==> src/rtl/core_pkg.sv <==
// Shared RV32I core definitions: opcode classes, hazard FSM states, register index width.
package core_pkg;

  localparam int REG_AW = 5;

  localparam logic [6:0] OP_LOAD   = 7'b0000011;
  localparam logic [6:0] OP_IMM    = 7'b0010011;
  localparam logic [6:0] OP_LUI    = 7'b0110111;
  localparam logic [6:0] OP_STORE  = 7'b0100011;
  localparam logic [6:0] OP_BRANCH = 7'b1100011;
  localparam logic [6:0] OP_JAL    = 7'b1101111;
  localparam logic [6:0] OP_JALR   = 7'b1100111;
  localparam logic [6:0] OP_REG    = 7'b0110011;

  typedef enum logic [1:0] {
    RUN      = 2'd0,
    LU_STALL = 2'd1,
    MEM_WAIT = 2'd2,
    REDIRECT = 2'd3
  } hz_state_e;

endpackage

==> src/rtl/hz_src_decode.sv <==
// Source-register usage decode for an ID-stage instruction; purely combinational, zero latency.
// No handshake: outputs follow id_inst directly.
module hz_src_decode
  import core_pkg::*;
#(
  parameter int AW = REG_AW
) (
  input  logic [31:0]   id_inst,
  output logic          rs1_used,
  output logic          rs2_used,
  output logic [AW-1:0] rs1,
  output logic [AW-1:0] rs2
);

  logic [6:0] opcode;
  logic       unused_fields;

  assign opcode        = id_inst[6:0];
  assign rs1           = AW'(id_inst[19:15]);
  assign rs2           = AW'(id_inst[24:20]);
  assign unused_fields = ^{id_inst[31:25], id_inst[14:7]};

  always_comb begin
    rs1_used = 1'b0;
    rs2_used = 1'b0;
    unique case (opcode)
      OP_LOAD, OP_IMM, OP_JALR: rs1_used = 1'b1;
      OP_STORE, OP_BRANCH, OP_REG: begin
        rs1_used = 1'b1;
        rs2_used = 1'b1;
      end
      OP_LUI, OP_JAL: ;
      default: ;
    endcase
  end

endmodule

==> src/rtl/hazard_ctrl.sv <==
// Load-use / redirect / dmem-wait stall controller; control outputs are combinational from state and inputs.
// dmem_busy freezes the whole pipe and overrides every other event; counters saturate.
module hazard_ctrl
  import core_pkg::*;
#(
  parameter int REG_AW     = core_pkg::REG_AW,
  parameter int CNT_W      = 32,
  parameter int KILL_EXTRA = 0
) (
  input  logic              clk,
  input  logic              rst_n,
  input  logic              id_valid,
  input  logic [31:0]       id_inst,
  input  logic              ex_mem_read,
  input  logic [REG_AW-1:0] ex_rd,
  input  logic              ex_branch_taken,
  input  logic              dmem_busy,
  output logic              pc_write,
  output logic              ifid_write,
  output logic              ifid_flush,
  output logic              idex_bubble,
  output logic              exmem_hold,
  output logic [1:0]        fsm_state,
  output logic [CNT_W-1:0]  stall_cnt,
  output logic [CNT_W-1:0]  flush_cnt
);

  localparam logic [3:0] KILL_INIT = 4'(KILL_EXTRA);

  hz_state_e         state, state_nxt, eff_state;
  logic [3:0]        kill_cnt, kill_nxt;
  logic              rs1_used, rs2_used, load_use;
  logic [REG_AW-1:0] rs1, rs2;

  hz_src_decode #(.AW(REG_AW)) u_src_decode (
    .id_inst  (id_inst),
    .rs1_used (rs1_used),
    .rs2_used (rs2_used),
    .rs1      (rs1),
    .rs2      (rs2)
  );

  assign load_use = id_valid & ex_mem_read & (ex_rd != '0) &
                    ((rs1_used & (rs1 == ex_rd)) | (rs2_used & (rs2 == ex_rd)));

  // A freeze entered from REDIRECT keeps kill_cnt, so a nonzero count means "resume REDIRECT".
  always_comb begin
    eff_state = state;
    if (state == MEM_WAIT) eff_state = (kill_cnt != 4'd0) ? REDIRECT : RUN;
  end

  always_comb begin
    pc_write    = 1'b1;
    ifid_write  = 1'b1;
    ifid_flush  = 1'b0;
    idex_bubble = 1'b0;
    exmem_hold  = 1'b0;
    state_nxt   = RUN;
    kill_nxt    = kill_cnt;
    if (!rst_n) begin
      pc_write    = 1'b0;
      ifid_write  = 1'b0;
      ifid_flush  = 1'b1;
      idex_bubble = 1'b1;
      kill_nxt    = 4'd0;
    end else if (dmem_busy) begin
      pc_write   = 1'b0;
      ifid_write = 1'b0;
      exmem_hold = 1'b1;
      state_nxt  = MEM_WAIT;
    end else if (ex_branch_taken) begin
      ifid_flush  = 1'b1;
      idex_bubble = 1'b1;
      if (KILL_EXTRA > 0) begin
        state_nxt = REDIRECT;
        kill_nxt  = KILL_INIT;
      end else begin
        kill_nxt  = 4'd0;
      end
    end else if (eff_state == REDIRECT) begin
      ifid_flush  = 1'b1;
      idex_bubble = 1'b1;
      if (kill_cnt <= 4'd1) begin
        kill_nxt = 4'd0;
      end else begin
        kill_nxt  = kill_cnt - 4'd1;
        state_nxt = REDIRECT;
      end
    end else if (load_use && (eff_state != LU_STALL)) begin
      pc_write    = 1'b0;
      ifid_write  = 1'b0;
      idex_bubble = 1'b1;
      state_nxt   = LU_STALL;
    end
  end

  always_ff @(posedge clk or negedge rst_n) begin
    if (!rst_n) begin
      state     <= RUN;
      kill_cnt  <= 4'd0;
      stall_cnt <= '0;
      flush_cnt <= '0;
    end else begin
      state    <= state_nxt;
      kill_cnt <= kill_nxt;
      if (!pc_write && (stall_cnt != '1)) stall_cnt <= stall_cnt + CNT_W'(1);
      if (ifid_flush && (flush_cnt != '1)) flush_cnt <= flush_cnt + CNT_W'(1);
    end
  end

  assign fsm_state = state;

endmodule
==> config.mk <==
export PLATFORM = sky130hd
export DESIGN_NAME = hazard_ctrl
export DESIGN_NICKNAME = d
export VERILOG_FILES = /design/src/rtl/core_pkg.sv /design/src/rtl/hz_src_decode.sv /design/src/rtl/hazard_ctrl.sv
export SDC_FILE = /design/constraint.sdc
export NUM_CORES = 1
export LEC_CHECK = 0
export ABC_CLOCK_PERIOD_IN_PS = 2930
export CAP_MARGIN = 20
export CORE_UTILIZATION = 46
export CTS_CLUSTER_SIZE = 40
export DETAILED_ROUTE_END_ITERATION = 10
export PLACE_DENSITY = 0.84
export SLEW_MARGIN = 10
export SYNTH_ARGS = -nofsm -noshare
export SYNTH_HDL_FRONTEND = slang
export SYNTH_SLANG_ARGS = --single-unit
==> constraint.sdc <==
create_clock -name clk -period 2.93 [get_ports clk]
set_clock_uncertainty 0.15 [all_clocks]
set_input_delay 0.586 -clock clk [delete_from_list [all_inputs] [get_ports clk]]
set_output_delay 0.586 -clock clk [all_outputs]
set_load 0.01 [all_outputs]
## Yosys cells after proc, flatten, opt, wreduce, memory -nomap -nowiden

Index checks and enable logic that the tools add are counted.

| word-level totals | value |
|---|---|
| bits of input ports | 43 |
| word-level logic and storage cells | 69 |
| output and inout port bits | 71 |
| register bits after elaboration | 70 |

| cells by class | value |
|---|---|
| mux-type cells | 31 |
| bitwise gates (word level) | 6 |
| reductions and logical operators | 9 |
| equal/unequal tests | 15 |
| $add $sub $neg | 3 |
| $lt $le $gt $ge | 1 |

Operators with widths:

| kind | count |
|---|---|
| adder 32 x 1 -> 32 bit, second input constant | 2 |
| != test 32 bit, second input constant | 2 |
| 2-to-1 mux 4 bit | 5 |
| 2-to-1 mux 1 bit | 19 |
| equality test 7 x 6 -> 1 bit, second input constant | 2 |
| equality test 7 bit, second input constant | 2 |
| 2-to-1 mux 2 bit | 7 |
| equality test 5 bit | 2 |
| equality test 7 x 2 -> 1 bit, second input constant | 1 |
| equality test 7 x 5 -> 1 bit, second input constant | 1 |
| OR reduction 6 bit | 1 |
| AND 1 bit | 5 |
| nonzero test 5 bit | 1 |
| equality test 2 bit, second input constant | 2 |
| <= comparator 4 x 1 -> 1 bit, second input constant | 1 |
| nonzero test 4 bit | 1 |
| subtractor 4 x 1 -> 4 bit, second input constant | 1 |
| logical AND 1 bit | 3 |
| != test 3 x 1 -> 1 bit, second input constant | 1 |
| OR reduction 3 bit | 1 |
| != test 2 x 1 -> 1 bit, second input constant | 1 |
| != test 2 bit, second input constant | 1 |
| AND reduction 2 bit | 1 |
| logical NOT 1 bit | 1 |
| OR 1 bit | 1 |

## Logic depth before layout (Yosys ltp)

Gate-level depths: netlist of run 1.

| depth | value |
|---|---|
| depth in word-level cells | 14 |
| depth in mapped cells | 9 |
| gate-level depth less buffers | 8 |

## Modules after synthesis

From an unflattened synthesis of run 1, not the netlist that was laid out.

| unflattened totals | value |
|---|---|
| cell total of the unflattened synthesis | 357 |
| area total of the unflattened synthesis | 3,721.1 um2 |

Modules (own cells, without submodules):

| module | cells an instance | seq. area each (um2) | area an instance (um2) | instances |
|---|---|---|---|---|
| hazard_ctrl | 341 | 1,751.7 | 3,588.4 | 1 |
| hz_src_decode | 16 | 0.0 | 132.6 | 1 |

## Worst setup path after synthesis of run 1

Ideal clock, no wire load.

| timing path | value |
|---|---|
| kind | register to output |
| start | register kill_cnt[0] |
| end | output port pc_write |
| data required time | 2.194 ns |
| path buffers | 2 |
| stages on the path, launching flop included | 8 |
| slack | 0.312 ns |
| data arrival time | 1.882 ns |
| path through | dfrtp_1 -> inv_1 -> ha_1 -> or3b_2 -> a21oi_1 -> a31oi_1 -> clkbuf_1 -> buf_4 |

| on the way | value |
|---|---|
| cells in the longest elaborated chain, start to end | 10 |

RTL lines:

| what | line | source |
|---|---|---|
| start: declaration | hazard_ctrl.sv:31 | `logic [3:0] kill_cnt, kill_nxt;` |
| start signal: assignment | hazard_ctrl.sv:105 | `kill_cnt <= kill_nxt;` |
| nonzero test 4 bit * | hazard_ctrl.sv:49 | `if (state == MEM_WAIT) eff_state = (kill_cnt != 4'd0) ? REDIRECT : RUN;` |
| 2-to-1 mux 2 bit * (2 in a row) | hazard_ctrl.sv:49 |  |
| != test 2 x 1 -> 1 bit | hazard_ctrl.sv:89 | `end else if (load_use && (eff_state != LU_STALL)) begin` |
| logical AND 1 bit | hazard_ctrl.sv:89 |  |
| 2-to-1 mux 1 bit | - |  |
| 2-to-1 mux 1 bit * (4 in a row) | - |  |
| end: declaration | hazard_ctrl.sv:18 | `output logic pc_write,` |

Mark *: on every way between the ends. The rest lies on a longest branch, timed or not.

## Final worst setup path of run 1

| timing path | value |
|---|---|
| start | input port id_inst[17] |
| end | output port pc_write |

| on the way | value |
|---|---|
| cells in the longest elaborated chain, start to end | 10 |

RTL lines:

| what | line | source |
|---|---|---|
| start: declaration | hazard_ctrl.sv:13 | `input logic [31:0] id_inst,` |
| equality test 5 bit | hazard_ctrl.sv:44 | `((rs1_used & (rs1 == ex_rd)) \| (rs2_used & (rs2 == ex_rd)));` |
| AND 1 bit | hazard_ctrl.sv:44 |  |
| OR 1 bit | hazard_ctrl.sv:44 |  |
| AND 1 bit | hazard_ctrl.sv:43 | `assign load_use = id_valid & ex_mem_read & (ex_rd != '0) &` |
| logical AND 1 bit | hazard_ctrl.sv:89 |  |
| 2-to-1 mux 1 bit | hazard_ctrl.sv:89 |  |
| 2-to-1 mux 1 bit | hazard_ctrl.sv:80 | `end else if (eff_state == REDIRECT) begin` |
| 2-to-1 mux 1 bit | hazard_ctrl.sv:71 | `end else if (ex_branch_taken) begin` |
| 2-to-1 mux 1 bit | hazard_ctrl.sv:66 | `end else if (dmem_busy) begin` |
| 2-to-1 mux 1 bit | hazard_ctrl.sv:60 | `if (!rst_n) begin` |

No other way between the ends.

==> impl_summary.md, run 1 <==
Setup path
The beginning of the worst register-to-register path is stall_cnt[10]. The worst register-to-register path has a depth of 6. Counting buffers and inverters, the worst setup path is 7 cells deep. The setup slack of the most critical reg-to-reg path is ~320 ps.

The startpoint type of the worst setup path is a primary input. The most critical setup path has its endpoint at pc_write. The end of the worst register-to-register path is stall_cnt[1]. The count of buffering cells on the critical path with inverters included is 3.

The critical path data arrival time is between 2000 and 2500 ps. The slowest stage of the critical path belongs to the cell sky130_fd_sc_hd__clkdlybuf4s50_1. The kind of cell with the highest combined delay along the critical path is buffers and inverters. The critical path is of the in2out type. The endpoint kind of the worst setup timing path is a primary output. The maximum single-stage delay on the critical path is just under 500 ps. The worst-path maximum fanout is 3. The startpoint of the worst setup timing path is id_inst[17].

The required arrival time at the worst endpoint is 2190 ps. The critical path goes through clkdlybuf4s50_1 > xnor2_2 > o2111ai_2 > o22ai_2 > a31oi_1 > buf_4 > dlygate4sd2_1.

GRT
The number of antenna violations at the first check in global routing is 0. Entering global routing, the biggest net connects 68 pins. The total routing resource utilization after global routing is a little under a quarter. The first-pass GRT wire length is roughly 15 mm.

After global routing the overflow that remains totals 0. The number of global-route vias before repair is 3,092.

Synthesis
Synthesis inferred 70 register bits. The synthesized-area fraction occupied by and/or/nand/nor cells is between 20% and 30%. The number of nets produced by synthesis is 400. The XOR/XNOR share of the synthesized area is between 15 and 20%. The synthesized netlist devotes between 3 and 4% of its cell area to compound gates. Each instance of the synthesized netlist takes up on average slightly above 10 um^2.

The synthesized netlist devotes around 1.4% of its cell area to adder and majority cells. The post-synthesis async set-or-reset flop share is 100%. The post-synthesis instance total is 353. In the synthesized netlist the dominant register cell turns out to be sky130_fd_sc_hd__dfrtp_1.

The number of synthesis warnings is 0. Counting distinct cell types in the post-synthesis netlist gives 43. The mux share of post-synthesis cell area is 0.735%. After synthesis the cells add up to 0.00358 mm^2. Sequential elements use 49.0% of the synthesized area. After synthesis, the largest family of logic cells by area is simple AND/OR/NAND/NOR gates. The number of flops mapped to enable cells by yosys is 0.

Floorplanning
Pin placement for this block handled about 110 I/O pins. The effective utilization at floorplan is around half. The floorplan step set the die height to 90.2 um. The floorplan has 31 rows. The floorplan step defined a die boundary enclosing slightly above 0.008 mm^2. The x dimension of the die is ~90 um.

After floorplanning, the core was sized to cover around 0.0074 mm^2.

Routing
In this run, the number of DRC markers left after iteration 0 of detailed routing was about 170. The remaining antenna violation count after routing is 0. Dividing the detail-routed wire length by the instance count gives between 15 and 20 um. The residual DRC count is 0.

After detailed routing, the total wire length is between 8 and 9 mm. The first detailed-routing pass ran for 4 iterations. The total number of vias is ~3,100. The vias per cell is around 5.4.

STA
Once routing completed, OpenROAD measured the worst setup slack at roughly 57 ps. Setup repair after global routing left no endpoint under its margin. The achievable clock frequency is about 0.35 GHz. The time the worst path needs with I/O delays and setup is between 2000 and 3000 ps. The worst-case headroom to the max-slew limit is ~45%. The share of the cycle needed by the critical path after routing is just under 100%. The number of max-slew violations in the final report is 0. Final hold analysis gives a worst-case slack of between 300 and 400 ps. The final count of negative-setup-slack endpoints is 0. The hold violation count in the final report is 0. The measured slew at the worst slew-check pin is slightly above 800 ps.

Place
The routability congestion estimate from global placement is about 0.82. The post-placement worst setup slack is -352 ps. Input and output buffers added on the ports amount to 98. The HPWL after detailed placement is 6.25 mm.

The standard cell area after detailed placement is between 0.004 and 0.005 mm^2.

Power and ir drop
Overall power consumption after layout is estimated at approximately 0.0028 W. VDD sags by at most between 400 and 500 uV. The total power density per cell area is ~540 mW/mm^2. The static leakage power is 2.13 nW.

Worst hold path
The tightest min-delay check is of the reg2reg type.

Clocking
In this run the number of H-tree levels came out at 3. The number of clock buffers added by TritonCTS is 9. The clock tree from TritonCTS is built. The library cell used as clock root buffer is sky130_fd_sc_hd__clkbuf_8.

The clock reaches the later pin of the worst-skew pair after between 300 and 400 ps. The clock-pin slew reported for the worst setup and hold paths after clock tree synthesis is roughly 70 ps. The longest clock path from root to sink contains 2 buffers. The tree built by TritonCTS fans out to 70 sinks.

Finish
The library cell used most frequently in the layout, excluding fill and tap cells, is sky130_fd_sc_hd__clkdlybuf4s50_1. The fill cell total of the finished layout is between 500 and 600. The top cell types in the final layout, fill and taps aside, are sky130_fd_sc_hd__clkdlybuf4s50_1 (87), sky130_fd_sc_hd__dfrtp_1 (70), sky130_fd_sc_hd__xnor2_1 (55).

The layout overhead on the synthesized area is 42.0%. Cells fill roughly 69% of the core in the end. The number of nets in the layout is roughly 530. The finished cells cover approximately 0.005 mm^2. The post-route netlist has between 10% and 20% of its cells at a drive strength greater than 1. The number of antenna cells inserted is 0.

Status
The run finished with clean final reports.

Job
Max-cap violations in this run came to 0.
cell families (layout without fill, tap and decap cells):
group           count (synthesis)  count (layout)
compound gates                 21              21
xor+xnor                       71              71
fa+ha+maj                       4               4
buf+inv                        21             151
flops                          70              70
mux                             2               2
simple gates                  164             164
how the worst min path moves through the flow:
| stage | startpoint | to | cells past startpoint |
|---|---|---|---|
| 5_1_grt | stall_cnt[24] | stall_cnt[24] | 1 |
| 2_1_floorplan | rst_n | flush_cnt[0] | 0 |
| 3_3_place_gp | rst_n | kill_cnt[3] | 1 |
| 3_5_place_dp | rst_n | kill_cnt[3] | 1 |
| 6_report | stall_cnt[24] | stall_cnt[24] | 1 |
| 4_1_cts | stall_cnt[24] | stall_cnt[24] | 1 |
sequential cells by signal, summed over array words and instances, names as in the netlist:
register   cells
flush_cnt     32
fsm_state      2
kill_cnt       4
stall_cnt     32
routing by layer:
layer	track usage, %	share of wire [%]	up-vias
met1	29.9	44	1524
met2	37.0	48	103
met3	4.99	6.0	9
met5	0	0	-
met4	7.26	1.2	0
li1	-	-	1493
synthesized netlist by cell type, types with 2 or more instances:
cell,number,area (um^2)
sky130_fd_sc_hd__nand4_1,26,163
sky130_fd_sc_hd__o2111ai_1,2,17.5
sky130_fd_sc_hd__and4_1,2,17.5
sky130_fd_sc_hd__nor3_1,11,55.1
sky130_fd_sc_hd__a21oi_1,4,20.0
sky130_fd_sc_hd__or3_1,5,31.3
sky130_fd_sc_hd__nor3b_1,3,22.5
sky130_fd_sc_hd__or4_1,3,22.5
sky130_fd_sc_hd__a31oi_1,3,18.8
sky130_fd_sc_hd__inv_1,12,45.0
sky130_fd_sc_hd__and2_1,6,37.5
sky130_fd_sc_hd__nor2_1,19,71.3
sky130_fd_sc_hd__dfrtp_1,70,1750
sky130_fd_sc_hd__xor2_1,15,131
sky130_fd_sc_hd__nor4b_1,2,17.5
sky130_fd_sc_hd__a21o_1,2,15.0
sky130_fd_sc_hd__clkbuf_1,5,18.8
sky130_fd_sc_hd__nand2_1,27,101
sky130_fd_sc_hd__xnor2_1,56,490
sky130_fd_sc_hd__and3_1,16,100
sky130_fd_sc_hd__ha_1,4,50.1
sky130_fd_sc_hd__o21ai_0,4,20.0
sky130_fd_sc_hd__nand3_1,29,145
sky130_fd_sc_hd__nor4_1,6,37.5
sky130_fd_sc_hd__nand2b_1,3,18.8
timing repair:
action | 4_1_cts | 5_1_grt
buffers inserted | 4 | 1
hold buffers | 1 | 0
endpoints found under the setup margin | 4 | 5
pin swaps | 5 | 4
resized for setup | 19 | 6
endpoints found under the hold margin | 3 | 0
worst register-to-register path: stages (launching register included):
cell                      delay [ps]
sky130_fd_sc_hd__dfrtp_1         440
sky130_fd_sc_hd__nand4_1         170
sky130_fd_sc_hd__or4_1           550
sky130_fd_sc_hd__or4_1           510
sky130_fd_sc_hd__and3_1          230
sky130_fd_sc_hd__buf_12          160
sky130_fd_sc_hd__mux2_4          290
layout make-up:
cell class | count | area (um^2) | area share (%)
inverter | 12 | 45.0 | 0.887
clock buffer | 12 | 145 | 2.86
tap | 99 | 124 | 2.44
clock inverter | 4 | 70.1 | 1.38
timing repair buffer | 123 | 1160 | 22.9
multi-input combinational | 262 | 1780 | 35.0
sequential | 70 | 1750 | 34.5
where the power goes:
group	leakage, nW	internal [W]	switching (W)
Combinational	1.11	0.000393	0.000296
Clock	0.110	0.000501	0.000356
Sequential	0.904	0.00108	0.000141
Total	2.13	0.00197	0.000793
metrics by stage:
step / std cells / setup TNS [ps]
6_report: 582 / 0
5_1_grt: 582 / 0
4_1_cts: 581 / 0
3_5_place_dp: 560 / -1140
3_3_place_gp: 560 / -808
2_1_floorplan: 353 / 0
Note: power is estimated with default switching activity, not from simulation.
==> run 2, diff against run 1 <==
DONT_BUFFER_PORTS = 1   (was default)
PLACE_DENSITY = 0.65   (was 0.84)
==> run 2 against run 1 <==
Net effect:
- cell count fell by 18%
- critical endpoint is now idex_bubble
- die area did not move
- utilization fell by 15 points
==> impl_summary.md, run 2 (synthesis results as in run 1) <==
Clocking
The clock tree from TritonCTS is built. The clock-pin slew reported for the worst setup and hold paths after clock tree synthesis is 70 ps (about the same). The total clock buffers created by CTS came to 9 (unchanged). The latest clock arrival within the worst-skew pair is 330 ps (about the same). The maximum root-to-sink buffer count came to 2 (unchanged). The library cell used as clock root buffer is sky130_fd_sc_hd__clkbuf_8. The total number of clock tree sinks was 70 (unchanged). The CTS H-tree depth is 3 (unchanged).

Routing
The remaining antenna violation count after routing is 0 (unchanged). The residual DRC count is 0 (unchanged). The DRC violation total after the first TritonRoute iteration was 63 (-64%). The vias per cell is 5.65 (+5.1%). The first-pass iteration count of the detailed router is 4 (unchanged). The total number of vias is 2,685 (-14%). The detail-routed net length per standard cell is 16.5 um (+8.8%). The total wirelength of the detailed-routed design was 7.86 mm (-11%).

Power and ir drop
The static leakage power is 1.69 nW (-21%). The largest voltage drop on the vdd net is 285 uV (-41%). The total power density per cell area is 606 mW/mm^2 (+11%).

STA
The worst-case headroom to the max-slew limit came to 37.7% (-7.0 points). The number of max-slew violations in the final report was 0 (unchanged). The measured slew at the worst slew-check pin was 934 ps (+106 ps). The final count of negative-setup-slack endpoints is 0 (unchanged). The hold violation count in the final report came to 0 (unchanged). The share of the cycle needed by the critical path after routing was 96.4% (-1.7 points). The achievable clock frequency was 0.354 GHz (+1.8%).

The final worst hold slack was 236 ps (-103 ps). The time the worst path needs with I/O delays and setup was 2820 ps (-49.8 ps).

GRT
The total routing resource utilization after global routing came to 20.2% (-2.5 points). The number of antenna violations at the first check in global routing is 0 (unchanged). The number of global-route vias before repair was 2,701 (-13%). The total congestion overflow was 0 (unchanged). The first-pass GRT wire length is 13.1 mm (-13%). The maximum number of pins on one net before global-route repair is 71 (+4.4%).

Worst hold path
The path class of the tightest hold or removal check is in2reg. The critical hold path startpoint is rst_n.

Finish
The number of antenna cells inserted is 0 (unchanged). The leading cell type in the layout, fill and taps excluded is sky130_fd_sc_hd__dfrtp_1. The layout overhead on the synthesized area is 12.0%.

The final core utilization is 54.3% (-15 points). The fraction of final layout cells sized beyond drive strength 1 is 10.6% (-0.75 points). The number of nets in the layout is 418 (-20%).

The area of the multi-input gates is 0.00174 mm^2 (-2.1%). The largest registers in the layout are flush_cnt x32, stall_cnt x32, kill_cnt x4. In the layout the commonest cells are sky130_fd_sc_hd__dfrtp_1 (70), sky130_fd_sc_hd__xnor2_1 (56), sky130_fd_sc_hd__nand3_1 (29). The final non-filler cell area is 0.00400 mm^2 (-21%). The register cell area after layout is 0.00175 mm^2 (unchanged). The fill cell total of the finished layout came to 688 (+20%).

Job
The number of max-cap violations is 0 (unchanged).

Setup path
The worst-path maximum fanout is 5 (+2). STA classifies the critical path endpoint as a primary output. The required arrival time at the worst endpoint came to 2190 ps (about the same). The maximum single-stage delay on the critical path is 590 ps (+100 ps). The critical path data arrival time came to 2090 ps (-50 ps). STA classifies the critical path startpoint as a flop. The signal on the critical path passes through inv_1 > ha_2 > or4b_2 > a21o_1 > nand2_2 > nand2_1. The most critical setup path has its startpoint at kill_cnt[1]. For this design, the slowest cell found on the critical path is sky130_fd_sc_hd__or4b_2. The beginning of the worst register-to-register path is flush_cnt[0].

The path type of the worst setup path is reg2out.

Place
The routability congestion estimate from global placement is 0.805 (-2.4%). The quantity of I/O buffers inserted on ports was 0 (-100%). The HPWL after detailed placement is 5.53 mm (-12%). The standard cell area after detailed placement is 0.00375 mm^2 (-22%).

Floorplanning
The row count came to 31 (unchanged). The vertical die dimension is 90.2 um (unchanged). The full die area is 0.00813 mm^2 (unchanged). The effective utilization at floorplan is 48.5% (unchanged). The area of the placeable core came to 0.00737 mm^2 (unchanged).

The x dimension of the die was 90.2 um (unchanged). The number of primary I/O pins was 114 (unchanged).

Status
The run finished with clean final reports.
[run 2: cell count changes in the layout (fill, tap and decap cells not counted), sizes merged, moves of 2 or more]
cell	before	now
dlygate4sd2	6	0
clkbuf	14	10
clkdlybuf4s50	87	0
buf	25	15
clkinv	2	4
[run 2: metal layers]
metal	wire [um]	vias up	GRT usage (%)	part of all wire [%]
met5	0	-	0	0
met4	111	0	9.01	1.4
met3	429	7	4.65	5.5
met2	3620	71	30.9	46
met1	3690	1318	27.3	47
li1	-	1289	-	-
[run 2: stage by stage]
step           setup slack [ps]  setup TNS [ps]  cells  power, W
2_1_floorplan               312               0    353   0.00152
3_3_place_gp                321               0    456   0.00161
3_5_place_dp                293               0    456   0.00164
4_1_cts                    10.4               0    474   0.00245
5_1_grt                   -1.03           -1.03    475   0.00256
6_report                    107               0    475   0.00243
[run 2: what timing repair did]
item | 4_1_cts | 5_1_grt
buffers inserted | 0 | 1
endpoints found under the hold margin | 70 | 0
hold buffers | 2 | 0
resized for setup | 0 | 4
setup endpoints to repair | 0 | 4
[run 2: worst paths after layout]
check,slack [ps],cells after the start,to
max reg2reg,270,7,flush_cnt[22]
min reg2reg,400,1,stall_cnt[24]
min in group asynchronous,630,2,stall_cnt[4]
max,110,6,idex_bubble
min,240,1,fsm_state[1]
max in group asynchronous,1700,2,flush_cnt[2]
[run 2: layout make-up]
type | count | area share [%]
Timing Repair Buffer | 16 | 3.56
Sequential cell | 70 | 43.8
Inverter | 12 | 1.13
Clock inverter | 6 | 1.53
Clock buffer | 10 | 3.44
Multi-Input combinational cell | 262 | 43.5
Tap cell | 99 | 3.09
[run 2: worst max-delay path, delay by kind of cell, from the launching register on]
| family | cells | cell delay [ps] |
|---|---|---|
| fa+ha+maj | 1 | 220 |
| compound gates | 1 | 230 |
| simple gates | 3 | 840 |
| flops | 1 | 380 |
| buf+inv | 1 | 100 |
[run 2: where the power goes]
part | internal, W | switching [W]
Clock | 0.000414 | 0.000368
Combinational | 0.000186 | 0.000184
Sequential | 0.00107 | 0.000201
==> run 3, diff against run 2 <==
SLEW_MARGIN = 20   (was 10)
==> results of run 3 <==
Same layout as run 2: the final DEF is identical, and so are final timing and power.
